[src/rtl/rca_pipe_n.sv]
// rca_pipe_n: pipelined W-bit ripple-carry adder/subtractor.
//
// The operands are split into STAGES equal chunks of C = W/STAGES bits. Stage k adds chunk k
// using the carry registered by stage k-1. Upper operand chunks travel forward with the op.
// Finished low result chunks also travel forward, so all W result bits leave together.
// The whole pipe stalls as one unit when the output holds a result the consumer does not take.
//
// Ports:
//   i_clk        clock, rising edge
//   i_rst        synchronous active-high reset
//   i_in_valid   operand set i_a/i_b/i_ci/i_sub presented
//   o_in_ready   operands accepted this cycle when i_in_valid is set
//   i_a, i_b     W-bit operands
//   i_ci         carry-in (add only)
//   i_sub        0: a + b + ci, 1: a - b
//   o_out_valid  o_s/o_co/o_ovf hold a result
//   i_out_ready  consumer takes the result this cycle
//   o_s          W-bit sum/difference
//   o_co         carry-out (add) / no-borrow (sub)
//   o_ovf        signed overflow
module rca_pipe_n #(
    parameter int unsigned W      = 16,
    parameter int unsigned STAGES = 4
) (
    input  logic         i_clk,
    input  logic         i_rst,
    input  logic         i_in_valid,
    output logic         o_in_ready,
    input  logic [W-1:0] i_a,
    input  logic [W-1:0] i_b,
    input  logic         i_ci,
    input  logic         i_sub,
    output logic         o_out_valid,
    input  logic         i_out_ready,
    output logic [W-1:0] o_s,
    output logic         o_co,
    output logic         o_ovf
);

    localparam int unsigned SDIV = (STAGES == 0) ? 1 : STAGES;
    localparam int unsigned C    = W / SDIV;

    if (W < 1 || STAGES < 1 || STAGES > W || (W % SDIV) != 0) begin : g_param_check
        $error("rca_pipe_n: W must be a multiple of STAGES with 1 <= STAGES <= W");
    end

    logic              w_advance;
    logic [W-1:0]      w_b_eff;
    logic              w_c0;

    // Pipeline registers, index k = output of stage k.
    logic [STAGES-1:0] r_vld;
    logic [STAGES-1:0] r_cy;
    logic [W-1:0]      r_a [STAGES];
    logic [W-1:0]      r_b [STAGES];
    logic [W-1:0]      r_s [STAGES];
    logic              r_ovf;

    // Stage inputs and next-state values.
    logic [STAGES-1:0] w_v_in;
    logic [STAGES-1:0] w_c_in;
    logic [STAGES-1:0] w_c_nx;
    logic [W-1:0]      w_a_in [STAGES];
    logic [W-1:0]      w_b_in [STAGES];
    logic [W-1:0]      w_s_in [STAGES];
    logic [W-1:0]      w_s_nx [STAGES];
    logic [C:0]        w_sum  [STAGES];
    logic              w_ovf_nx;

    // Nothing moves unless the output slot is empty or being drained.
    assign w_advance  = !o_out_valid || i_out_ready;
    assign o_in_ready = w_advance;

    // Subtraction is a + ~b + 1; ci is ignored in that case.
    assign w_b_eff = i_sub ? ~i_b : i_b;
    assign w_c0    = i_sub | i_ci;

    always_comb begin
        w_v_in    = '0;
        w_c_in    = '0;
        w_a_in[0] = i_a;
        w_b_in[0] = w_b_eff;
        w_s_in[0] = '0;
        w_c_in[0] = w_c0;
        w_v_in[0] = i_in_valid;
        for (int k = 1; k < STAGES; k++) begin
            w_a_in[k] = r_a[k-1];
            w_b_in[k] = r_b[k-1];
            w_s_in[k] = r_s[k-1];
            w_c_in[k] = r_cy[k-1];
            w_v_in[k] = r_vld[k-1];
        end
    end

    always_comb begin
        w_c_nx = '0;
        for (int k = 0; k < STAGES; k++) begin
            w_sum[k]  = {1'b0, w_a_in[k][k*C +: C]} + {1'b0, w_b_in[k][k*C +: C]}
                      + {{C{1'b0}}, w_c_in[k]};
            w_s_nx[k] = w_s_in[k];
            w_s_nx[k][k*C +: C] = w_sum[k][C-1:0];
            w_c_nx[k] = w_sum[k][C];
        end
        // The last stage sees the full result, so overflow is resolved there.
        w_ovf_nx = (w_a_in[STAGES-1][W-1] == w_b_in[STAGES-1][W-1])
                && (w_s_nx[STAGES-1][W-1] != w_a_in[STAGES-1][W-1]);
    end

    always_ff @(posedge i_clk) begin
        if (i_rst) begin
            r_vld <= '0;
            r_cy  <= '0;
            r_ovf <= 1'b0;
            for (int k = 0; k < STAGES; k++) begin
                r_a[k] <= '0;
                r_b[k] <= '0;
                r_s[k] <= '0;
            end
        end else if (w_advance) begin
            r_vld <= w_v_in;
            // Data only loads behind a valid bit; bubbles leave old contents in place.
            for (int k = 0; k < STAGES; k++) begin
                if (w_v_in[k]) begin
                    r_a[k]  <= w_a_in[k];
                    r_b[k]  <= w_b_in[k];
                    r_s[k]  <= w_s_nx[k];
                    r_cy[k] <= w_c_nx[k];
                end
            end
            if (w_v_in[STAGES-1]) begin
                r_ovf <= w_ovf_nx;
            end
        end
    end

    assign o_out_valid = r_vld[STAGES-1];
    assign o_s         = r_s[STAGES-1];
    assign o_co        = r_cy[STAGES-1];
    assign o_ovf       = r_ovf;

endmodule

[config.mk]
export PLATFORM = sky130hd
export DESIGN_NAME = rca_pipe_n
export DESIGN_NICKNAME = d
export VERILOG_FILES = /design/src/rtl/rca_pipe_n.sv
export SDC_FILE = /design/constraint.sdc
export NUM_CORES = 1
export LEC_CHECK = 0
export ABC_CLOCK_PERIOD_IN_PS = 2600
export CAP_MARGIN = 25
export CORE_MARGIN = 1
export CORE_UTILIZATION = 49
export CTS_BUF_LIST = sky130_fd_sc_hd__clkbuf_16
export DETAILED_ROUTE_END_ITERATION = 16
export GPL_ROUTABILITY_DRIVEN = 1
export PLACE_DENSITY_LB_ADDON = 0.08
export SLEW_MARGIN = 30
export SYNTH_ARGS = -nofsm -noshare
export SYNTH_HDL_FRONTEND = slang
export SYNTH_SLANG_ARGS = --single-unit
[constraint.sdc]
create_clock -name i_clk -period 2.6 [get_ports i_clk]
set_clock_uncertainty 0.2 [all_clocks]
set_input_delay 0.26 -clock i_clk [delete_from_list [all_inputs] [get_ports i_clk]]
set_output_delay 0.26 -clock i_clk [all_outputs]
set_load 0.02 [all_outputs]
* Word level (Yosys, flattened, before mapping) *
Memory sizes are Yosys's and may differ from the RTL's.
Index checks and enable logic that the tools add are counted.

cells by class
  $add $sub $neg = 8
  equality and inequality tests = 2
  mux-type cells = 31
  bitwise operators = 14
  reduce and logical (&&, ||, !) cells = 7

operator list
  cell               number
  $mux 16            13
  $add 4x4->5        4
  $add 5x1->5        4
  $mux 1             18
  $not 16->16        1
  $or 1x1->1         13
  $reduce_and 2->1   4
  $eq 1x1->1         1
  $logic_and 1x1->1  1
  $logic_not 1->1    1
  $logic_or 1x1->1   1
  $ne 1x1->1         1

word-level totals
  register bits after elaboration = 9
  RAM bits = 192
  input port bits = 38
  output and inout port bits = 20
  logic and storage cells = 71
  memories kept = 3

memory list
  name  words  bits a word  rd ports  clocked after memory_dff  wr ports  RTL line  source
  r_a   4      16           3         0                         4         54        logic [W-1:0] r_a [STAGES];
  r_b   4      16           3         0                         4         55        logic [W-1:0] r_b [STAGES];
  r_s   4      16           4         0                         4         56        logic [W-1:0] r_s [STAGES];

* Longest topological paths before layout *
Gate-level depths: netlist (run 1).

  depth after elaboration = 6
  depth in mapped cells = 8
  depth with buffers taken out = 8

* Least setup slack after synthesis (run 1) *
Ideal clock, no wire load.

  path kind = in2reg
  start = input i_sub
  end = register r_cy[0]
  setup time = 0.125 ns
  arrival = 2.174 ns
  data required time = 2.275 ns
  slack = 0.101 ns
  stages on the path = 8
  buffers on the path = 2
  path through = buf_2 buf_4 or2_2 fa_1 fa_1 a21o_1 a211oi_1 a211oi_1

between the ends
  longest elaborated chain between the ends = 3
  elaborated cells on any way between the ends = 4
  those cells by class = 2 x add/sub; 1 x mux; 1 x bitwise

ends and longest elaborated chain
  element                        RTL line  source
  start, declared                32        input logic i_sub,
  $mux 16                        75        assign w_b_eff = i_sub ? ~i_b : i_b;
  $add 4x4->5                    98        w_sum[k] = {1'b0, w_a_in[k][k*C +: C]} + {1'b0, w_b_in[k][k*C +: C]}
  $add 5x1->5 *                  99        + {{C{1'b0}}, w_c_in[k]};
  end signal, assigned by index  127       r_cy[k] <= w_c_nx[k];
  end, declared                  53        logic [STAGES-1:0] r_cy;

Mark *: on every way between the ends. The rest lies on a longest branch, timed or not.
A chain may end at the register's enable or synchronous reset.

* Worst setup path after layout (run 1) *
Ends and elaborated chain as after synthesis.

==> impl_metrics.tcl, run 1 <==
set metrics [dict create \
    outcome "completed" \
    setup_violations 0 \
    syn_area_um2 4370 \
    rows 34 \
    layout.nets 437 \
    path_clk_slew_ns 0.06 \
    peakVddDrop_v 0.000267 \
    root_buffer "clkbuf_16" \
    tightest_slew_ns 0.521 \
    boundaryPins 58 \
    overflow 0 \
    die_h_um 96.4 \
    start_util 0.503 \
    clk_latency_ns 0.34 \
    slew_viol_final 0 \
    min_path_type "reg -> reg" \
    cts_buffers 9 \
    netlist_instances 312 \
    p_leak_nw 2.22 \
    htreeDepth 3 \
    grt_usage 0.153 \
    fin_crit_sh 0.926 \
    drive_above_1_share 0.169 \
    synthTopCellsByArea "edfxtp_1, and2_4, and3_1" \
    start_kind "input pin" \
    synth.distinct_cells 32 \
    port_buffers 57 \
    grt_pass1_vias 2221 \
    crit_required_ns 2.60 \
    crit_arrival_ns 2.41 \
    fmax_mhz 415 \
    powerDensity_nw_per_um2 647 \
    vias_per_cell 4.87 \
    worst_setup_path_end_kind "flop" \
    area_growth_pct 23.4 \
    rsz0062_at_grt "no" \
    dieArea_um2 9300 \
    ctsHoldBuffers 0 \
    yosysSeqAreaShare 0.646 \
    synthesis.nets 370 \
    post-cts-setup-buffers 0 \
    cts_sinks 97 \
    grt_pass1_wl_um 10300 \
    ys_ff_latch 97 \
    period_minus_slack_ns 2.41 \
    clock_path_buffers 2 \
    cp_max_fo 3 \
    synth_top_area_share 0.605 \
    antenna_found_initial 0 \
    tns_ns 0 \
    grt_max_degree 29 \
    hold_ws_ns 0.292 \
    finalHoldViolCount 0 \
    dr_total_vias 2398 \
    cap_violations 0 \
    die_w_um 96.4 \
    antennaDiodeCount 0 \
    yosysTopAreaCell "edfxtp_1" \
    drt.antenna.violating_nets 0 \
    post_cts_resized 0 \
    wl_per_cell_um 12.6 \
    gp_congestion 0.762 \
    fill_cells 708 \
    syn_avg_cell_area_um2 14.0 \
    dp_hpwl_um 4590 \
    dr.pass1.iters 4 \
    synth_warnings 0 \
    tritoncts "done" \
    first_iter_violations 49 \
    routed_wirelength_um 6200 \
    remaining_drc_errors 0 \
    crit_type "in -> reg" \
    coreArea_um2 8680 \
    relSlewSlack 0.652 \
]
state kept, by name, summed over array words and instances (netlist names):
register / flops
r_a: 24
r_b: 24
o_ovf: 1
r_s: 40
r_vld: 4
r_cy: 4
cell families after synthesis:
kind of cell | Yosys count | synth area share
and+or+nand+nor | 127 | 0.176
DFF | 97 | 0.646
buffers and inverters | 26 | 0.0335
xor gates and xnor gates | 22 | 0.0441
AOI/OAI and AO/OA | 20 | 0.0292
adders and majority gates | 20 | 0.0710
cell usage after synthesis:
master    number
ha_1          12
buf_6          5
o211ai_1       1
nand3_1        1
a211oi_1       5
nor3_1         4
xor2_1         7
dfxtp_1        9
fa_1           8
buf_2          3
a21o_1         5
xnor2_1       15
and3_1        30
nand2_1       20
edfxtp_1      88
nor2b_1        3
nor2b_4        1
a21oi_1        7
or2_2          1
and2_4        29
nand3b_1       1
inv_2          2
clkbuf_1       4
o21ai_0        2
nand4_1        1
and3_4         1
buf_4          2
nor2_1        25
and2_1         8
nor2_4         1
and2_2         1
inv_1         10
layout by cell type, fill, tap and decap left out, types with 2 or more instances in the layout:
cell type         n
edfxtp_1         88
nor2_1           25
a21oi_1           7
xnor2_1          15
and3_1           30
buf_12            2
and2_4           29
and2_1            8
nand2_1          20
nor3_1            4
clkdlybuf4s50_1  57
fa_1              8
inv_1            10
o21ai_0           2
clkbuf_16         9
a211oi_1          5
nor2b_1           3
buf_4            11
xor2_1            7
ha_1             12
a21o_1            5
dfxtp_1           9
inv_2             2
clkinv_2          3
path summary, 6_finish.rpt:
kind | endpoint | startpoint | slack (ns) | cells past startpoint
setup reg to reg | r_cy[3]$_SDFFE_PP0P_ | r_b[0][44]$_SDFFCE_PN0P_ | 0.50 | 5
setup / recovery | r_cy[0]$_SDFFE_PP0P_ | i_sub | 0.19 | 7
hold reg to reg | r_cy[3]$_SDFFE_PP0P_ | r_cy[3]$_SDFFE_PP0P_ | 0.29 | 2
hold / removal | r_cy[3]$_SDFFE_PP0P_ | r_cy[3]$_SDFFE_PP0P_ | 0.29 | 2
worst max-delay path, cell delays in order:
cell,delay (ns)
clkdlybuf4s50_1,0.50
or2_2,0.35
fa_1,0.41
fa_1,0.40
a21o_1,0.19
a211oi_1,0.23
a211oi_1,0.07
power by group:
part	internal [W]	total, W	switching, W	leakage (nW)
clock network	0.000744	0.00129	0.000544	0.146
registers	0.00180	0.00183	0.0000292	1.01
logic	0.000188	0.000364	0.000176	1.06
per-stage QoR:
stage	utilization	power, W	std cells	cell area, µm²	setup WS [ns]
after floorplan	-	0.00208	312	4370	0.101
after global placement	0.587	0.00223	476	5090	-0.154
after detailed placement	0.587	0.00224	476	5090	-0.200
after CTS	0.621	0.00352	492	5390	0.162
after global routing	0.621	0.00362	492	5390	0.117
final	0.621	0.00349	492	5390	0.193
layer usage:
layer  up-vias  track usage  part of all wire
met5         -            0                 0
met1      1103        0.185              0.44
met2        61        0.255              0.49
met4         0       0.0882             0.030
met3        13       0.0329             0.039
li1       1221            -                 -
area by class of cell:
type / count / area (µm²) / share of cell area
Inverter: 12 / 45.0 / 0.00836
Sequential cell: 97 / 2820 / 0.524
Clock buffer: 9 / 225 / 0.0418
Timing Repair Buffer: 70 / 693 / 0.129
Multi-Input combinational cell: 189 / 1400 / 0.260
Tap cell: 108 / 135 / 0.0251
Clock inverter: 7 / 70.1 / 0.0130
Power figures use the tool's default switching activity.
==> inputs of run 2 (changes only) <==
Settings changed: ABC_CLOCK_PERIOD_IN_PS 2600 to 2650, CORE_UTILIZATION 49 to 50.
Clock period 2.6 ns to 2.65 ns, I/O delays scaled along.
==> run 2 against run 1 <==
Effect of this change:
- total power rose by 1.8%
- sequential power barely moved
- count of clock-buffer cells in the layout did not move
- critical endpoint unchanged
==> impl_metrics.tcl, run 2 (synthesis results as in run 1) <==
set metrics [dict create \
    setup_slack_ns 0.262 \
    overflow 0 \
    grt_usage 0.156 \
    gp_congestion 0.809 \
    r2r_cells 5 \
    cts_sinks 97 \
    drive_above_1_share 0.155 \
    ctsHoldBuffers 0 \
    grt_pass1_vias 2268 \
    dp_cells 471 \
    first_iter_violations 69 \
    final_cell_mix "edfxtp_1, clkdlybuf4s50_1, and3_1, and2_4, nor2_1" \
    dp_hpwl_um 4460 \
    port_buffers 57 \
    grt_pass1_wl_um 10400 \
    htreeDepth 3 \
    vias_per_cell 4.97 \
    crit_type "in -> reg" \
    final_cell_area_um2 5390 \
    drt.antenna.violating_nets 0 \
    die_w_um 95.5 \
    dr.pass1.iters 4 \
    cp-endpoint "r_cy[0]$_SDFFE_PP0P_" \
    clk_latency_ns 0.33 \
    finalHoldViolCount 0 \
    rows 33 \
    wl_per_cell_um 12.7 \
    final_common_cell "edfxtp_1" \
    placed_area_um2 5060 \
    utilization 0.646 \
    multi_input_area_um2 1400 \
    antenna_found_initial 0 \
    fin_crit_sh 0.901 \
    antennaDiodeCount 0 \
    area_growth_pct 23.4 \
    outcome "completed" \
    relSlewSlack 0.679 \
    start_kind "input pin" \
    peakVddDrop_v 0.000328 \
    min_path_type "reg -> reg" \
    layout.nets 435 \
    coreArea_um2 8340 \
    cp_max_fo 3 \
    remaining_drc_errors 0 \
    r2r_setup_slack_ns 0.56 \
    root_buffer "clkbuf_16" \
    cts_buffers 9 \
    tightest_slew_ns 0.480 \
    powerDensity_nw_per_um2 658 \
    crit_path_cell_trace "clkdlybuf4s50_1 -> or2_2 -> fa_1 -> fa_1 -> a21o_1 -> a211oi_1 -> a211oi_1" \
    dr_total_vias 2414 \
    tns_ns 0 \
    period_minus_slack_ns 2.39 \
    crit_path_top_delay_cell "clkdlybuf4s50_1" \
    start_util 0.524 \
    cp-startpoint "i_sub" \
    r2r-start "r_b[0][44]$_SDFFCE_PN0P_" \
    path_clk_slew_ns 0.06 \
    boundaryPins 58 \
    p_leak_nw 2.23 \
    cap_violations 0 \
    rsz0062_at_grt "no" \
    crit_required_ns 2.67 \
    final_cells 486 \
    worst_setup_path_end_kind "flop" \
    crit_arrival_ns 2.40 \
    post_cts_resized 0 \
    fill_cells 627 \
    reg2reg_to "r_cy[3]$_SDFFE_PP0P_" \
    largestRegisters "r_s (40), r_a (24), r_b (24)" \
    fmax_mhz 419 \
    largest_reg_flops 40 \
    tritoncts "done" \
    regArea_um2 2820 \
    dieArea_um2 9110 \
    critical_path.max_stage_delay_ns 0.49 \
    grt_max_degree 29 \
    routed_wirelength_um 6170 \
    clock_path_buffers 2 \
    post-cts-setup-buffers 0 \
    largest_register "r_s" \
    dp_slack_ns -0.137 \
    setup_violations 0 \
    die_h_um 95.5 \
    slew_viol_final 0 \
]
==> run 2: worst min-delay path by stage <==
stage                     startpoint                    end  slack, ns  cells past startpoint
3_3_place_gp   r_vld[0]$_SDFFE_PP0N_  r_vld[0]$_SDFFE_PP0N_       0.28                      2
5_1_grt        r_vld[1]$_SDFFE_PP0N_  r_vld[1]$_SDFFE_PP0N_       0.30                      2
4_1_cts        r_vld[1]$_SDFFE_PP0N_  r_vld[1]$_SDFFE_PP0N_       0.29                      2
3_5_place_dp   r_vld[1]$_SDFFE_PP0N_  r_vld[1]$_SDFFE_PP0N_       0.28                      2
6_report        r_cy[3]$_SDFFE_PP0P_   r_cy[3]$_SDFFE_PP0P_       0.29                      2
2_1_floorplan             i_in_valid   r_cy[0]$_SDFFE_PP0P_       0.26                      2
==> run 2: stage by stage <==
step / hold slack, ns / total power (W)
after floorplan: 0.257 / 0.00204
after global placement: 0.282 / 0.00218
after detailed placement: 0.284 / 0.00219
after CTS: 0.293 / 0.00357
after global routing: 0.303 / 0.00368
final: 0.293 / 0.00355
==> run 2: final cells by class <==
cell class / count / area share
sequential: 97 / 0.524
multi-input combinational: 189 / 0.260
timing repair buffer: 68 / 0.123
clock buffer: 9 / 0.0418
tap: 105 / 0.0244
clock inverter: 6 / 0.0188
inverter: 12 / 0.00836
==> run 2: per-layer routing <==
| metal | track usage | vias up | wire length, µm |
|---|---|---|---|
| li1 | - | 1220 | - |
| met1 | 0.191 | 1098 | 2690 |
| met2 | 0.251 | 83 | 2990 |
| met3 | 0.0399 | 13 | 331 |
| met4 | 0.0908 | 0 | 155 |
| met5 | 0 | - | 0 |
==> run 2: power by group <==
group	total, W	leakage, nW	internal, W	switching [W]
Clock	0.00140	0.169	0.000906	0.000492
Sequential	0.00180	1.01	0.00177	0.0000304
Combinational	0.000350	1.04	0.000180	0.000170
==> run 2: critical path: cells and delay by family <==
family / cells / cell delay, ns
AO/OA/AOI/OAI: 3 / 0.51
adder cells (fa/ha/maj): 2 / 0.79
buffers and inverters: 1 / 0.49
AND/OR/NAND/NOR: 1 / 0.34
==> patch: new RTL, settings of run 1 <==
Register the output `o_ovf` once more, cleared by the reset; this adds one clock of latency there. The other outputs are not delayed to match.
--- a/src/rtl/rca_pipe_n.sv
+++ b/src/rtl/rca_pipe_n.sv
@@ -138,3 +138,9 @@
     assign o_co        = r_cy[STAGES-1];
-    assign o_ovf       = r_ovf;
+    always_ff @(posedge i_clk) begin
+        if (i_rst) begin
+            o_ovf <= '0;
+        end else begin
+            o_ovf <= r_ovf;
+        end
+    end
 
Formal check against the unedited RTL: not equivalent (a bounded check fails within 10 cycles, from zero or initial values and one cycle with i_rst high).
==> patch against run 1 <==
- worst setup slack better by 66 ps
- core utilization increased by 2.3 points
- combinational power down 5%
- routed wire length is 0.34% higher
- clock power rose by 18%
- design area shrank 0.39%
- sequential cell count up 1
- total power grew 6.7%
- critical path depth stayed put
- synthesized area shrank 1.9%
- die area decreased by 1.8%
- non-clock buffer count is the same
==> patch: results (changes against run 1) <==
status: finished clean (unchanged)
largest driver fanout on the critical path: 4 (was 3)
leading cell types by total area after synthesis: sky130_fd_sc_hd__edfxtp_1, sky130_fd_sc_hd__and2_1, sky130_fd_sc_hd__and3_1, sky130_fd_sc_hd__dfxtp_1, sky130_fd_sc_hd__fa_1 (was sky130_fd_sc_hd__edfxtp_1, sky130_fd_sc_hd__and2_4, sky130_fd_sc_hd__and3_1, sky130_fd_sc_hd__dfxtp_1, sky130_fd_sc_hd__fa_1)
IR drop worst, VDD: 0.3455 mV (was 0.2666 mV)
share of synthesized area occupied by flip-flops and latches: 0.6632 (was 0.6462)
Clk power: 1.52 mW (was 1.29 mW)
Filler cells: 648 (was 708)
post-place setup slack: -102.8 ps (was -199.7 ps)
number of signal-net inverters in the final layout: 11 (was 12)
Signal buf overhead: 0.1268 (was 0.1286)
multi-input gate share of the layout cell area: 0.2463 (was 0.2595)
via count of the first global-routing pass: 2259 (was 2221)
post-route met1 wirelength: 2800 um (was 2726 um)
multi-input combinational cell count: 188 (was 189)
sum of met2 wire segment lengths after detailed routing: 3062 um (was 3047 um)
Total Die Area: 9126 sq um (was 9296 sq um)
share of total power in sequential cells: 0.498 (was 0.526)
hold_sp: r_ovf$_SDFFE_PP0P_ (was r_cy[3]$_SDFFE_PP0P_)
total power per unit cell area: 692.6 nW/um^2 (was 646.6 nW/um^2)
met3 Use GR: 0.03509 (was 0.03286)
share of final-layout standard cells stronger than drive strength 1: 0.09138 (was 0.1693)
grt met2 use: 0.2512 (was 0.2547)
global-route wire length before repair: 10630 um (was 10300 um)
post-route cell area: 5369 sq um (was 5390 sq um)
net count reported at finish: 436 (was 437)
post-placement cell count: 472 (was 476)
Final Instance Count excl. Fillers: 488 (was 492)
leakage component of the power: 2.212 nW (was 2.217 nW)
Iter 0 DRT Violations: 81 (was 49)
==> patch: how the worst max path moves through the flow <==
stage               start              endpoint  cells after the start  slack, ps
floorplan           i_sub  r_cy[0]$_SDFFE_PP0P_                      8         70
global placement    i_sub  r_cy[0]$_SDFFE_PP0P_                      7        -70
detailed placement  i_sub  r_cy[0]$_SDFFE_PP0P_                      7       -100
CTS                 i_sub  r_cy[0]$_SDFFE_PP0P_                      7        250
global route        i_sub  r_cy[0]$_SDFFE_PP0P_                      7        130
finish              i_sub  r_cy[0]$_SDFFE_PP0P_                      7        260
==> patch: critical path, cell delays in order <==
cell and delay [ps]:
sky130_fd_sc_hd__clkdlybuf4s50_1 470, sky130_fd_sc_hd__or2_2 330, sky130_fd_sc_hd__fa_1 420, sky130_fd_sc_hd__fa_1 390, sky130_fd_sc_hd__a21o_1 190, sky130_fd_sc_hd__a211oi_1 220, sky130_fd_sc_hd__a211oi_1 80
